File: src/rtl/cpu_controller.sv
// rtl/cpu_controller.sv - fetch/decode/execute sequencer for the 16-bit CPU datapath
module cpu_controller #(
    parameter int PC_WIDTH = 7
) (
    input  logic                clk,
    input  logic                reset,
    input  logic [15:0]         ROM_data,
    output logic [PC_WIDTH-1:0] PC_addr,
    output logic [15:0]         IR_out,
    output logic [7:0]          D_addr,
    output logic                D_wr,
    output logic                RF_s,
    output logic [3:0]          RF_W_addr,
    output logic                RF_W_en,
    output logic [3:0]          RF_Ra_addr,
    output logic [3:0]          RF_Rb_addr,
    output logic [2:0]          ALU_s0,
    output logic [3:0]          state_out,
    output logic                halted
);

    typedef enum logic [3:0] {
        S_INIT   = 4'd0,
        S_FETCH  = 4'd1,
        S_DECODE = 4'd2,
        S_NOOP   = 4'd3,
        S_LOAD_A = 4'd4,
        S_LOAD_B = 4'd5,
        S_STORE  = 4'd6,
        S_ADD    = 4'd7,
        S_SUB    = 4'd8,
        S_HALT   = 4'd9
    } state_t;

    localparam logic [3:0] OP_STORE = 4'h1;
    localparam logic [3:0] OP_LOAD  = 4'h2;
    localparam logic [3:0] OP_ADD   = 4'h3;
    localparam logic [3:0] OP_SUB   = 4'h4;
    localparam logic [3:0] OP_HALT  = 4'h5;

    state_t              r_state;
    state_t              w_next;
    logic [PC_WIDTH-1:0] r_pc;
    logic [15:0]         r_ir;

    // State register; reset forces INIT immediately so Moore outputs drop at once
    always_ff @(posedge clk or posedge reset) begin
        if (reset) begin
            r_state <= S_INIT;
        end else begin
            r_state <= w_next;
        end
    end

    // Latch the instruction and advance the PC only on the edge leaving FETCH
    always_ff @(posedge clk or posedge reset) begin
        if (reset) begin
            r_pc <= '0;
            r_ir <= '0;
        end else if (r_state == S_FETCH) begin
            r_ir <= ROM_data;
            r_pc <= r_pc + 1'b1;
        end
    end

    // Next-state selection; unused opcodes fall through to NOOP
    always_comb begin
        w_next = r_state;
        case (r_state)
            S_INIT:   w_next = S_FETCH;
            S_FETCH:  w_next = S_DECODE;
            S_DECODE: begin
                case (r_ir[15:12])
                    OP_STORE: w_next = S_STORE;
                    OP_LOAD:  w_next = S_LOAD_A;
                    OP_ADD:   w_next = S_ADD;
                    OP_SUB:   w_next = S_SUB;
                    OP_HALT:  w_next = S_HALT;
                    default:  w_next = S_NOOP;
                endcase
            end
            S_LOAD_A: w_next = S_LOAD_B;
            S_NOOP,
            S_LOAD_B,
            S_STORE,
            S_ADD,
            S_SUB:    w_next = S_FETCH;
            S_HALT:   w_next = S_HALT;
            default:  w_next = S_INIT;
        endcase
    end

    // Moore outputs decoded from state and IR fields; anything not driven stays 0
    always_comb begin
        D_addr     = 8'h00;
        D_wr       = 1'b0;
        RF_s       = 1'b0;
        RF_W_addr  = 4'h0;
        RF_W_en    = 1'b0;
        RF_Ra_addr = 4'h0;
        RF_Rb_addr = 4'h0;
        ALU_s0     = 3'b000;
        halted     = 1'b0;
        case (r_state)
            S_STORE: begin
                RF_Ra_addr = r_ir[11:8];
                D_addr     = r_ir[7:0];
                D_wr       = 1'b1;
            end
            S_LOAD_A: begin
                // Address presented a cycle early so synchronous memory data is ready in LOAD_B
                D_addr = r_ir[11:4];
                RF_s   = 1'b1;
            end
            S_LOAD_B: begin
                D_addr    = r_ir[11:4];
                RF_s      = 1'b1;
                RF_W_addr = r_ir[3:0];
                RF_W_en   = 1'b1;
            end
            S_ADD: begin
                RF_Ra_addr = r_ir[11:8];
                RF_Rb_addr = r_ir[7:4];
                RF_W_addr  = r_ir[3:0];
                RF_W_en    = 1'b1;
                ALU_s0     = 3'b001;
            end
            S_SUB: begin
                RF_Ra_addr = r_ir[11:8];
                RF_Rb_addr = r_ir[7:4];
                RF_W_addr  = r_ir[3:0];
                RF_W_en    = 1'b1;
                ALU_s0     = 3'b010;
            end
            S_HALT: begin
                halted = 1'b1;
            end
            default: begin
            end
        endcase
    end

    assign PC_addr   = r_pc;
    assign IR_out    = r_ir;
    assign state_out = r_state;

endmodule

File: config.mk
export PLATFORM = sky130hd
export DESIGN_NAME = cpu_controller
export DESIGN_NICKNAME = d
export VERILOG_FILES = /design/src/rtl/cpu_controller.sv
export SDC_FILE = /design/constraint.sdc
export NUM_CORES = 1
export LEC_CHECK = 0
export ABC_CLOCK_PERIOD_IN_PS = 2000
export BUFFER_PORTS_ARGS = -buffer_cell sky130_fd_sc_hd__buf_4
export CORE_UTILIZATION = 45
export DETAILED_ROUTE_END_ITERATION = 12
export PLACE_DENSITY = 0.88
export SLEW_MARGIN = 20
export SYNTH_ARGS = -nofsm -noshare
export SYNTH_HDL_FRONTEND = slang
export SYNTH_SLANG_ARGS = --single-unit
File: constraint.sdc
create_clock -name clk -period 2 [get_ports clk]
set_input_delay 0.4 -clock clk [delete_from_list [all_inputs] [get_ports clk]]
set_output_delay 0.4 -clock clk [all_outputs]
set_load 0.01 [all_outputs]
# Yosys cells after proc, flatten, opt, wreduce, memory -nomap -nowiden
# Index checks and enable logic that the tools add are counted.
dict set report word_totals {
  register_bits 27
  mem_bits_ro 0
  latch_bits 0
  output_inout_bits 54
  in_bits 18
  n_memories 0
  mem_bits_rw 0
}
dict set report op_classes {
  div 0
  bitwise 0
  eq_ne 14
  muxes 11
  reduce_logical 6
  n_mul 0
  n_shift 0
  add_sub_neg 1
  n_lt_le_gt_ge 0
}
# op n
set op_table {}
lappend op_table {{$pmux W4 S5} 2}
lappend op_table {{$eq A4 B3 Y1 const B} 6}
lappend op_table {{$eq A4 B2 Y1 const B} 4}
lappend op_table {{$pmux W8 S2} 1}
lappend op_table {{$mux W4} 3}
lappend op_table {{$eq A4 B1 Y1 const B} 2}
lappend op_table {{$eq A4 B4 Y1 const B} 2}
lappend op_table {{$add A7 B1 Y7 const B} 1}
lappend op_table {{$reduce_or A3 Y1} 2}
lappend op_table {{$reduce_or A6 Y1} 1}
lappend op_table {{$logic_not A4 Y1} 1}
lappend op_table {{$mux W1} 4}
lappend op_table {{$pmux W2 S2} 1}
lappend op_table {{$reduce_or A2 Y1} 2}

# Longest topological paths before layout
dict set report logic_depth {
  depth_word 3
  mapped_depth 5
  mapped_depth_nobuf 3
}

# Worst setup path after synthesis
# Ideal clock, no wire load.
dict set report synth_timing {
  path_type {register to output}
  from {register r_state[3] (netlist: state_out[3])}
  to {output port RF_W_addr[0]}
  t_arrival_ns 1.645
  stages_incl_launch_ff 5
  n_path_buf 1
  path_slack_ns -0.045
  path_cell_list {dfrtp_1 > clkbuf_4 > nor4b_1 > a21o_1 > and2_1}
}
dict set report synth_between {
  elab_chain_cells 3
}
# item line
set synth_lines {}
lappend synth_lines {{start, declared} 41} ;# state_t r_state;
lappend synth_lines {{start signal, assigned} 51} ;# r_state <= w_next;
lappend synth_lines {{$eq A4 B3 Y1 or $eq A4 B4 Y1 (tied branches)} 104} ;# case (r_state)
lappend synth_lines {{$reduce_or A3 Y1 (no line) (*)} n/a}
lappend synth_lines {{$mux W4 (*)} 104}
lappend synth_lines {{end, declared} 13} ;# output logic [3:0] RF_W_addr,
# Mark *: on every way between the ends. The rest lies on a longest branch, timed or not.

# Final worst setup path
dict set report layout_timing {
  from {register r_state[2] (netlist: state_out[2])}
  to {output port RF_W_addr[2]}
}
# Same word-level chain as after synthesis.

==> results.cfg <==
[logic_synthesis]
synthDominantCellAreaShare_pct = 47.7
synth_top_cell_by_area = sky130_fd_sc_hd__dfrtp_1
synthesis.area_mm2 = 0.00142
ys.warnings.count = 0
synth.ff_latch_count = 27
synth_edf_count = 0
synthesis.nets = 139
ys_async_sr_fraction_pct = 100
ys_dominant_reg_cell = sky130_fd_sc_hd__dfrtp_1
synth_cells = 120
ys_seq_area_share_pct = 47.7
synth_area_per_cell_um2 = 11.8
yosysUniqueCellTypes = 37
netlist_top_cells_area = sky130_fd_sc_hd__dfrtp_1 (48%), sky130_fd_sc_hd__mux2_2 (13%), sky130_fd_sc_hd__and2_1 (5.3%), sky130_fd_sc_hd__a22o_1 (5.0%), sky130_fd_sc_hd__xnor2_1 (3.1%)

[sta]
finalHoldViolations = 0
minimum_setup_slack_in_the_final_design_ns = -0.205
final_max_slew_violation_count = 0
timing_limited_maximum_frequency_mhz = 453
grt_setup_unrepaired = yes
fin_skew_ns = 0.00977
post-route-period-util_pct = 110
period_minus_slack_ns = 2.21
timing.final.setup_violations = 21

[worst_setup_path]
worst-endpoint-required_ns = 1.60
timing_worst_setup_path_type = register to output pin
critical_path.startpoint_type = register
crit_chain = buf_6 -> nor4b_4 -> a21o_1 -> and2_1 -> buf_4
critical_path.max_stage_delay_ns = 0.43
cpMaxStageDelayCell = sky130_fd_sc_hd__dfrtp_1
data_arrival_critical_path_ns = 1.81
r2r.worst_path.cells = 4
crit_path_end_kind = output pin
worstPathMaxFanout = 5

[place]
dpl_worst_slack_ns = 0.175
quantity_of_i_o_buffers_inserted_on_ports = 70
detailedPlacementHpwl_um = 2830
final_weighted_congestion_in_routability_driven_placement = 0.786

[detailed_routing]
first_pass_iteration_count_of_the_detailed_router = 4
via_count = 1248
drt-total-wl_um = 3990
viasPerCell = 5.27
antenna_left = 0
wire_per_inst_um = 16.8
detailedRoute.firstIterationViolations = 39
number_of_drc_violations_after_detailed_routing = 0

[global_routing]
pin_count_of_the_biggest_net_entering_global_routing = 28
grt_antenna_before_repair = 0
groute.usage.overall_pct = 23.1
first_pass_grt_wire_length_um = 5860
grt_overflow = 0
via_count_of_the_first_global_routing_pass = 1198

[clocking]
tritoncts.num_buffers = 3
worst_skew_pair.late_latency_ns = 0.33
tritoncts = yes
clock-root-buffer = sky130_fd_sc_hd__clkbuf_4
cts-hold-fix-buffers = 0
sinks_on_the_clock_net = 27
clk_path_buf_depth = 2
clk_transition_reported_paths_ns = 0.16
cts_htree_levels = 1

[floorplanning]
dieWidth_um = 58.1
floorplan.die_area_mm2 = 0.00337
rows = 19
placeableCoreArea_mm2 = 0.00288
initial_utilization_pct = 49.2
floorplan.die.height_um = 58.1
ioPinCount = 72

[finish]
share_of_the_core_filled_with_cells_pct = 73.8
layout-area-overhead-vs-synth_pct = 50.0
final_layout_size_suffix_gt1_share_pct = 60.0
design.final.nets = 215
n_antenna_cell = 0

[min_path]
timing.hold.worst.class = input pin to asynchronous set/reset pin

[power_and_ir_drop]
power_per_cell_area_mw_per_mm2 = 1470
static-leakage-power_nw = 1.04
vdd.ir_drop.worst_mv = 0.854
total_design_power_mw = 3.13

[job]
max_cap_violations = 0

[outcome]
run_status = complete, but fails checks
failed_checks = negative setup slack
metal layers:
layer  global-route usage (%)  wire [um]  vias up
li1                         -          -      575
met4                     9.52         56        0
met3                     3.57        171        6
met2                     41.1       2210       44
met5                        0          0        -
met1                     27.7       1560      623
layout by cell type (no fill, tap or decap), types with 2 or more instances in the layout:
| cell | n |
|---|---|
| sky130_fd_sc_hd__a21o_1 | 2 |
| sky130_fd_sc_hd__a22o_1 | 8 |
| sky130_fd_sc_hd__and2_1 | 3 |
| sky130_fd_sc_hd__and2_4 | 9 |
| sky130_fd_sc_hd__and3_1 | 2 |
| sky130_fd_sc_hd__and3b_2 | 2 |
| sky130_fd_sc_hd__buf_4 | 69 |
| sky130_fd_sc_hd__buf_6 | 10 |
| sky130_fd_sc_hd__clkbuf_4 | 3 |
| sky130_fd_sc_hd__dfrtp_1 | 27 |
| sky130_fd_sc_hd__inv_1 | 2 |
| sky130_fd_sc_hd__mux2_2 | 16 |
| sky130_fd_sc_hd__nand2_1 | 2 |
| sky130_fd_sc_hd__nand4_1 | 4 |
| sky130_fd_sc_hd__nor2_1 | 3 |
| sky130_fd_sc_hd__nor2b_1 | 2 |
| sky130_fd_sc_hd__nor4b_4 | 2 |
| sky130_fd_sc_hd__o21ai_0 | 5 |
| sky130_fd_sc_hd__xnor2_1 | 5 |
| sky130_fd_sc_hd__xor2_1 | 2 |
per-stage QoR:
step | std cells | setup TNS, ns | hold WS, ns | cell area (um2)
after global placement | 231 | 0 | 0.469 | 2010
after detailed placement | 231 | 0 | 0.473 | 2010
after CTS | 236 | -1.26 | 0.0990 | 2070
final | 237 | -2.02 | 0.0964 | 2120
after global routing | 237 | -3.33 | 0.113 | 2120
after floorplan | 120 | 0 | 0.453 | 1420
flip-flops by register name, summed over array words and instances (netlist names):
signal,flops
IR_out,16
PC_addr,7
state_out,4
report_power, final:
| group | internal (mW) | switching (mW) | leakage, nW |
|---|---|---|---|
| logic | 0.981 | 0.739 | 0.697 |
| registers | 0.806 | 0.358 | 0.325 |
| clock network | 0.0765 | 0.170 | 0.0139 |
| total | 1.86 | 1.27 | 1.04 |
synth_stat cells, types with 3 or more instances:
cell,instances
sky130_fd_sc_hd__o21ai_0,5
sky130_fd_sc_hd__dfrtp_1,27
sky130_fd_sc_hd__a22o_1,8
sky130_fd_sc_hd__nand4_1,4
sky130_fd_sc_hd__xnor2_1,5
sky130_fd_sc_hd__mux2_2,16
sky130_fd_sc_hd__nor2b_1,3
sky130_fd_sc_hd__and2_1,12
sky130_fd_sc_hd__nor2_1,3
sky130_fd_sc_hd__buf_6,3
final cells by class:
class,count,area (um2)
fill,221,753
multi-input combinational,82,707
sequential,27,676
timing repair buffer,80,651
tap,42,52.6
clock buffer,3,22.5
clock inverter,1,7.51
inverter,2,7.51
worst max-delay path: cells and delay by family, from the launching register on:
| kind | cells | cell delay, ns |
|---|---|---|
| AOI/OAI and AO/OA | 1 | 0.22 |
| and+or+nand+nor | 2 | 0.56 |
| DFF | 1 | 0.43 |
| buffers and inverters | 2 | 0.27 |
worst paths after layout:
check / startpoint / end / slack, ns
setup / recovery: state_out[2] / RF_W_addr[2] / -0.21
hold / removal: reset / IR_out[1] / 0.1
setup reg to reg: state_out[1] / IR_out[10] / 0.27
hold reg to reg: PC_addr[6] / PC_addr[6] / 0.49
max in group asynchronous: reset / IR_out[3] / 1.65
min in group clk: ROM_data[14] / IR_out[14] / 0.28
timing repair:
| action | CTS | global route |
|---|---|---|
| setup buffers | 1 | 1 |
| endpoints found under the setup margin | 22 | 23 |
| gates resized for setup | 7 | 15 |
| pin swaps | 8 | 6 |
kinds of logic (layout without fill, tap and decap cells):
kind of cell             Yosys count  count (layout)  synth area share [%]
flip-flops                        27              27                  47.7
other                              1               1                 0.265
adder cells (fa/ha/maj)            1               1                 0.884
multiplexers                      16              16                  12.7
AND/OR/NAND/NOR                   36              36                  17.8
buffers and inverters             11              86                  5.22
AO/OA/AOI/OAI                     21              21                  11.1
XOR/XNOR                           7               7                  4.33
Power figures use the tool's default switching activity.
